`src/rtl/mux_pipe_arb.sv`:
```
// mux_pipe_arb
// ------------------------------------------------------------------------
// Parametrised N:1 channel selector with a registered single-entry output
// stage. A channel is chosen either by an explicit select (rr_en=0) or by a
// round-robin arbiter (rr_en=1). The chosen word is registered into the
// output stage with valid/ready handshakes on both sides.
//
// Ports
//   clk        rising-edge clock
//   rst_n      asynchronous active-low reset
//   in_data    flattened source channels, channel i = [i*WIDTH +: WIDTH]
//   in_valid   per-channel valid
//   in_ready   per-channel ready (combinational)
//   sel        explicit channel select, used when rr_en=0
//   rr_en      1 = round-robin, 0 = explicit select (sampled every cycle)
//   out_data   registered selected word
//   out_src    registered index of the channel that supplied out_data
//   out_valid  output stage holds a word
//   out_ready  consumer accepts out_data this cycle
//   sel_err    registered pulse: explicit sel out of range while requested
// ------------------------------------------------------------------------
module mux_pipe_arb #(
    parameter int WIDTH  = 16,
    parameter int NUM_IN = 4,
    parameter int SEL_W  = 2
) (
    input  logic                    clk,
    input  logic                    rst_n,
    input  logic [NUM_IN*WIDTH-1:0] in_data,
    input  logic [NUM_IN-1:0]       in_valid,
    output logic [NUM_IN-1:0]       in_ready,
    input  logic [SEL_W-1:0]        sel,
    input  logic                    rr_en,
    output logic [WIDTH-1:0]        out_data,
    output logic [SEL_W-1:0]        out_src,
    output logic                    out_valid,
    input  logic                    out_ready,
    output logic                    sel_err
);

    logic [SEL_W-1:0] rr_ptr;     // last channel granted in round-robin mode
    logic [SEL_W-1:0] cand;       // channel offered the output stage
    logic             cand_ok;    // cand is a real channel this cycle
    logic             load_en;    // output stage can take a word
    logic             xfer;       // a word moves into the output stage
    logic             sel_oor;    // explicit select points past the last channel
    logic             err_nxt;
    logic [WIDTH-1:0] cand_data;

    // ptr + k stays below 2*NUM_IN, so one conditional subtract replaces
    // a general modulo.
    function automatic logic [SEL_W-1:0] wrap_idx(input int s);
        if (s >= NUM_IN) return SEL_W'(s - NUM_IN);
        return SEL_W'(s);
    endfunction

    assign load_en = !out_valid || out_ready;
    assign sel_oor = int'(sel) >= NUM_IN;

    // Candidate selection.
    always_comb begin
        // NOTE: every signal driven here gets a default first, so no path
        // through the block leaves it unassigned and no latch is inferred.
        cand    = '0;
        cand_ok = 1'b0;
        if (!rr_en) begin
            cand    = sel;
            cand_ok = !sel_oor;
        end else begin
            // Scan from the farthest position back to ptr+1; the last hit
            // written is the nearest valid channel after the pointer.
            for (int k = NUM_IN; k >= 1; k--) begin
                if (in_valid[wrap_idx(int'(rr_ptr) + k)]) begin
                    cand    = wrap_idx(int'(rr_ptr) + k);
                    cand_ok = 1'b1;
                end
            end
        end
    end

    // Ready decode and data mux. Explicit mode never looks at in_valid here,
    // so in_ready only depends on in_valid when round-robin is active.
    always_comb begin
        in_ready  = '0;
        cand_data = '0;
        for (int i = 0; i < NUM_IN; i++) begin
            if (int'(cand) == i) begin
                in_ready[i] = load_en && cand_ok;
                cand_data   = in_data[i*WIDTH +: WIDTH];
            end
        end
    end

    assign xfer    = |(in_ready & in_valid);
    assign err_nxt = !rr_en && sel_oor && (|in_valid) && load_en;

    always_ff @(posedge clk or negedge rst_n) begin
        if (!rst_n) begin
            // NOTE: out_data is a single datapath register, not a memory, so
            // it is cleared on reset to give consumers a defined value.
            out_data  <= '0;
            out_src   <= '0;
            out_valid <= 1'b0;
            sel_err   <= 1'b0;
            // Pointing at the last channel gives channel 0 first priority.
            rr_ptr    <= SEL_W'(NUM_IN - 1);
        end else begin
            // NOTE: non-blocking assignments so every register samples the
            // pre-edge values of the others, independent of statement order.
            sel_err <= err_nxt;
            if (xfer) begin
                out_data  <= cand_data;
                out_src   <= cand;
                out_valid <= 1'b1;
                if (rr_en) rr_ptr <= cand;
            end else if (out_ready) begin
                out_valid <= 1'b0;
            end
        end
    end

endmodule

```
`config.mk`:
```
export PLATFORM = sky130hd
export DESIGN_NAME = mux_pipe_arb
export DESIGN_NICKNAME = d
export VERILOG_FILES = /design/src/rtl/mux_pipe_arb.sv
export SDC_FILE = /design/constraint.sdc
export NUM_CORES = 1
export LEC_CHECK = 0
export CAP_MARGIN = 20
export CELL_PAD_IN_SITES_DETAIL_PLACEMENT = 1
export CELL_PAD_IN_SITES_GLOBAL_PLACEMENT = 1
export CORE_ASPECT_RATIO = 0.75
export CORE_MARGIN = 2
export CORE_UTILIZATION = 30
export DETAILED_ROUTE_END_ITERATION = 6
export MAX_ROUTING_LAYER = met4
export PLACE_DENSITY_LB_ADDON = 0.1
export SLEW_MARGIN = 20
export SYNTH_ARGS = -nofsm -noshare
export SYNTH_HDL_FRONTEND = slang
export SYNTH_SLANG_ARGS = --single-unit
export TNS_END_PERCENT = 5
```
`constraint.sdc`:
```
create_clock -name clk -period 5.4 [get_ports clk]
set_input_delay 0.54 -clock clk [delete_from_list [all_inputs] [get_ports clk]]
set_output_delay 0.54 -clock clk [all_outputs]
set_load 0.01 [all_outputs]
```
==> results.cfg, run 1 <==
[outcome]
outcome = complete, no violations

[setup_path]
cp_cell_sequence = clkdlybuf4s50_1 -> nor2b_1 -> o221ai_1 -> o21ai_4 -> buf_4 -> nand2_1 -> nor3_1 -> clkdlybuf4s50_1
arrival_ps = 3300
startpoint = in_valid[3]
r2r_start = rr_ptr[1]
crit_path_start_kind = input port
reg2reg_depth = 7
slowest_stage = clkdlybuf4s50_1
crit_top_cell = clkdlybuf4s50_1
worstSetupEndpoint = in_ready[2]
ff2ff_setup_slack_ps = 2200
crit_type = input port to primary output
end_kind = primary output
crit_fanout = 33
cp.required_ps = 4860
timing.rr.end = out_data[5]
cpPeakStageDelay_ps = 630

[floorplanning]
die_area_um2 = 6160
start_util_pct = 31.1
placementRows = 23
core_area_um2 = 5350
ios = 98
die_y_um = 68.5
die_w_um = 90.0

[timing]
finClkSkew_ps = 5.90
final_hold_viol_count = 0
tns_ps = 0
fmax_mhz = 260
timing.final.ws_setup_ps = 1560
tightest_slew_ps = 965
whs_ps = 512
maxSlewHeadroom_pct = 35.5
final.min_clock_period_ps = 3840
drv_slew = 0
timing.final.crit_share_pct = 71.2
rsz0062_at_grt = false
finalSetupViolations = 0

[global_routing]
track_usage_pct = 17.3
antenna_found_initial = 0
grt_pass1_wl_mm = 8.05
grt_overflow_total = 0
grt_max_degree = 34
grt_pass1_vias = 1562

[power_and_ir_drop]
leakage_nw = 1.21
ir_drop_mv = 0.165
powerDensity_nw_per_um2 = 387

[clocking]
cts_resized = 0
clock-sinks = 21
clkTransAtPathRegs_ps = 70
clk_latency_ps = 260
post_cts.repair.setup_buffers = 0
cts_max_level = 1
postCtsHoldBufs = 0
numCtsBuffers = 3
cts_tree = yes
cts_root_buf = clkbuf_8
clockBufferDepth = 2

[detailed_routing]
ant_nets = 0
routed_wl_mm = 4.96
route.detailed.drc = 0
via_per_inst = 4.70
drt-pass1-iter-count = 4
drt_iter0_markers = 69
wl_per_cell_um = 15.4
via_count = 1515

[layout]
nets = 322
syn2layout_area_growth_pct = 65.2
antenna_cells = 0
drive_gt1_share_pct = 13.8
fin_area_um2 = 2750

[placed_design]
place_ws_ps = 1540
port_buffers = 96
dp_hpwl_mm = 4.04
gp_congestion = 0.791
place_area_um2 = 2700

[synthesis]
avgSynthCellArea_um2 = 10.9
async_flop_share_pct = 100
synth_cell_types = 36
synth_edf_count = 0
synth_nets = 226
ys_seq_area_share_pct = 31.8
synth_area_leaders = mux2i_1, dfrtp_1, mux2_4, mux2_2, dfstp_2
ys_ff_latch = 21
yosysTopAreaCell = mux2i_1
netlist_area_um2 = 1660
synth_top_area_share_pct = 30.1
netlist_instances = 152
synth_ff_type = dfrtp_1
yosysWarnings = 0

[worst_hold_path]
min_path_type = flop to flop

[run]
max-cap-violations = 0
## power breakdown
group | switching (mW) | total (mW) | internal (mW) | leakage (nW)
logic | 0.272 | 0.659 | 0.386 | 0.937
registers | 0.0556 | 0.300 | 0.244 | 0.243
clock network | 0.0519 | 0.103 | 0.0514 | 0.0255
## Yosys cell counts, types with 2 or more instances
cell type and instances:
nor2_1 4, inv_1 6, nand2b_1 7, nand2_1 5, mux2i_1 50, mux2_2 8, o21ai_0 6, and3b_1 2
dfstp_2 2, a21oi_1 3, dfrtp_1 19, nor3_1 2, buf_2 5, a22oi_2 2, o22ai_1 3, mux2_4 8
## layout by cell type (no fill, tap or decap), drive strengths merged, types with 2 or more instances in the layout
| cell | n |
|---|---|
| o22ai | 3 |
| a21oi | 3 |
| nor2 | 5 |
| dfrtp | 19 |
| o21ai | 7 |
| buf | 2 |
| inv | 6 |
| nor3 | 2 |
| clkdlybuf4s50 | 96 |
| mux2i | 51 |
| mux2 | 16 |
| nand2 | 5 |
| nand2b | 7 |
| and3b | 2 |
| clkbuf | 3 |
| dfstp | 2 |
| a22oi | 2 |
## sequential cells by signal, summed over array words and instances, names as in the netlist
name       cells
out_data      16
out_src        2
out_valid      1
rr_ptr         2
## kinds of logic after synthesis
group | count (synthesis) | share of synthesized area [%]
simple gates | 26 | 8.65
buf+inv | 13 | 3.99
compound gates | 24 | 11.3
flops | 21 | 31.8
other cells | 1 | 0.226
mux | 67 | 44.1
## layout make-up
cell class	count	area (um2)
sequential	21	528
clock inverter	1	5.00
clock buffer	3	41.3
tap	75	93.8
timing repair buffer	98	976
fill	599	2610
inverter	6	22.5
multi-input combinational	118	1080
## per-layer routing
metal	global-route usage [%]	routed length, um
met4	2.31	24
met5	-	0
met2	25.9	2160
met1	23.8	2480
met3	5.07	306
## how the worst min path moves through the flow
stage,depth (start not counted),slack (ps),start,end
2_1_floorplan,0,240,rst_n,out_data[0]
3_3_place_gp,1,490,out_data[6],out_data[6]
3_5_place_dp,1,500,out_data[7],out_data[7]
4_1_cts,1,520,out_data[6],out_data[6]
5_1_grt,1,540,out_data[9],out_data[9]
6_report,1,510,out_data[6],out_data[6]
## per-stage QoR
step	util, %	std cells	power, mW
2_1_floorplan	-	152	0.670
3_3_place_gp	50.4	318	0.958
3_5_place_dp	50.4	318	0.967
4_1_cts	51.3	322	1.08
5_1_grt	51.3	322	1.14
6_report	51.3	322	1.06
## worst max-delay path: cells and delay by family
family          cells  cell delay [ps]
simple gates        3              610
buf+inv             3             1680
compound gates      2              460
Power figures use the tool's default switching activity.
==> run 2: changes to the inputs <==
CORE_UTILIZATION = 25   (was 30)
clock period = 3.45 ns   (was 5.4 ns; I/O delays follow)
==> run 2 against run 1 <==
Effect of this change: global-route usage shrank 3.1 points; via count grew 2.0%; clock power grew 54%; cell area grew 0.77%; critical path depth shrank 1; hold slack lost 0.57 ps; register-to-register slack lost 1300 ps; first-iteration DRC count shrank 43%; clock-buffer cell count grew 1.
==> results.cfg, run 2 (same netlist as run 1, synthesis figures left out) <==
[outcome]
outcome = complete, no violations

[floorplanning]
placementRows = 25
start_util_pct = 26.1
die_area_um2 = 7330
die_w_um = 98.2
die_y_um = 74.6
core_area_um2 = 6380
ios = 98

[layout]
top_register = out_data
fin_area_um2 = 2770
mostFrequentLayoutCell = clkdlybuf4s50_1
fin_util_pct = 43.4
antenna_cells = 0
top_regs = out_data x16, out_src x2, rr_ptr x2
final_cell_mix = clkdlybuf4s50_1, mux2i_1, dfrtp_1, mux2_4, mux2_2
syn2layout_area_growth_pct = 66.4
drive_gt1_share_pct = 14.1
fillers = 726
fin_cells = 330
largest_reg_flops = 16
nets = 324

[global_routing]
antenna_found_initial = 0
grt_overflow_total = 0
grt_max_degree = 33
track_usage_pct = 14.2
grt_pass1_vias = 1508
grt_pass1_wl_mm = 7.81

[placed_design]
place_area_um2 = 2720
place_ws_ps = 499
port_buffers = 96
dp.cells = 326
dp_hpwl_mm = 4.04
gp_congestion = 0.815

[detailed_routing]
ant_nets = 0
routed_wl_mm = 5.15
route.detailed.drc = 0
drt_iter0_markers = 39
via_count = 1545
drt-pass1-iter-count = 4
wl_per_cell_um = 15.6
via_per_inst = 4.68

[clocking]
cts_resized = 0
cts_root_buf = clkbuf_8
postCtsHoldBufs = 0
cts_max_level = 1
clockBufferDepth = 2
post_cts.repair.setup_buffers = 0
numCtsBuffers = 3
cts_tree = yes
clk_latency_ps = 250
clock-sinks = 21
clkTransAtPathRegs_ps = 70

[power_and_ir_drop]
p_total_mw = 1.67
ir_drop_mv = 0.176
powerDensity_nw_per_um2 = 602
leakage_nw = 1.21

[setup_path]
cpPeakStageDelay_ps = 630
cp.required_ps = 3110
end_kind = primary output
crit_fanout = 8
crit_top_cell = clkdlybuf4s50_1
cp_cell_sequence = clkdlybuf4s50_1 -> inv_1 -> o41ai_2 -> buf_4 -> nor2_2 -> nor2_1 -> clkdlybuf4s50_1
crit_path_start_kind = input port
slowest_stage = clkdlybuf4s50_1
crit_type = input port to primary output
arrival_ps = 2520

[timing]
finalSetupViolations = 0
tightest_slew_ps = 947
timing.final.ws_setup_ps = 585
tns_ps = 0
drv_slew = 0
final_hold_viol_count = 0
whs_ps = 511
rsz0062_at_grt = false
fmax_mhz = 349
final.min_clock_period_ps = 2870
maxSlewHeadroom_pct = 36.7
timing.final.crit_share_pct = 83.0
finClkSkew_ps = 3.14

[run]
max-cap-violations = 0

[worst_hold_path]
min_path_type = flop to flop
==> run 2: layer usage <==
metal | track usage [%] | up-vias | wire length [um] | share of wire, %
met2 | 19.9 | 62 | 2160 | 42
met5 | - | - | 0 | 0
met1 | 20.3 | 729 | 2520 | 49
met4 | 1.37 | 0 | 23 | 0.45
met3 | 5.20 | 2 | 445 | 8.6
li1 | - | 752 | - | -
==> run 2: critical path, delay by kind of cell <==
kind	cells	cell delay, ps
AO/OA/AOI/OAI	1	370
buffers and inverters	4	1580
AND/OR/NAND/NOR	2	220
==> run 2: area by class of cell <==
class | instances | area [um2] | area share [%]
clock buffer | 4 | 45.0 | 1.63
inverter | 6 | 22.5 | 0.814
tap | 81 | 101 | 3.66
multi-input combinational | 118 | 1080 | 39.0
sequential | 21 | 528 | 19.1
timing repair buffer | 100 | 991 | 35.8
==> run 2: worst paths after layout <==
kind,from,to,slack [ps],cells after the start
max in group asynchronous,rst_n,out_data[4],2260,1
setup / recovery,rr_en,in_ready[1],580,7
hold / removal,out_data[6],out_data[6],510,1
min in group asynchronous,rst_n,out_src[1],610,1
setup reg to reg,rr_ptr[0],out_data[4],860,7
hold reg to reg,out_data[6],out_data[6],510,1
==> run 2: report_power, final <==
group | total [mW] | switching (mW) | internal (mW)
Clock | 0.159 | 0.0768 | 0.0821
Sequential | 0.471 | 0.0879 | 0.383
Combinational | 1.04 | 0.426 | 0.612
Total | 1.67 | 0.591 | 1.08
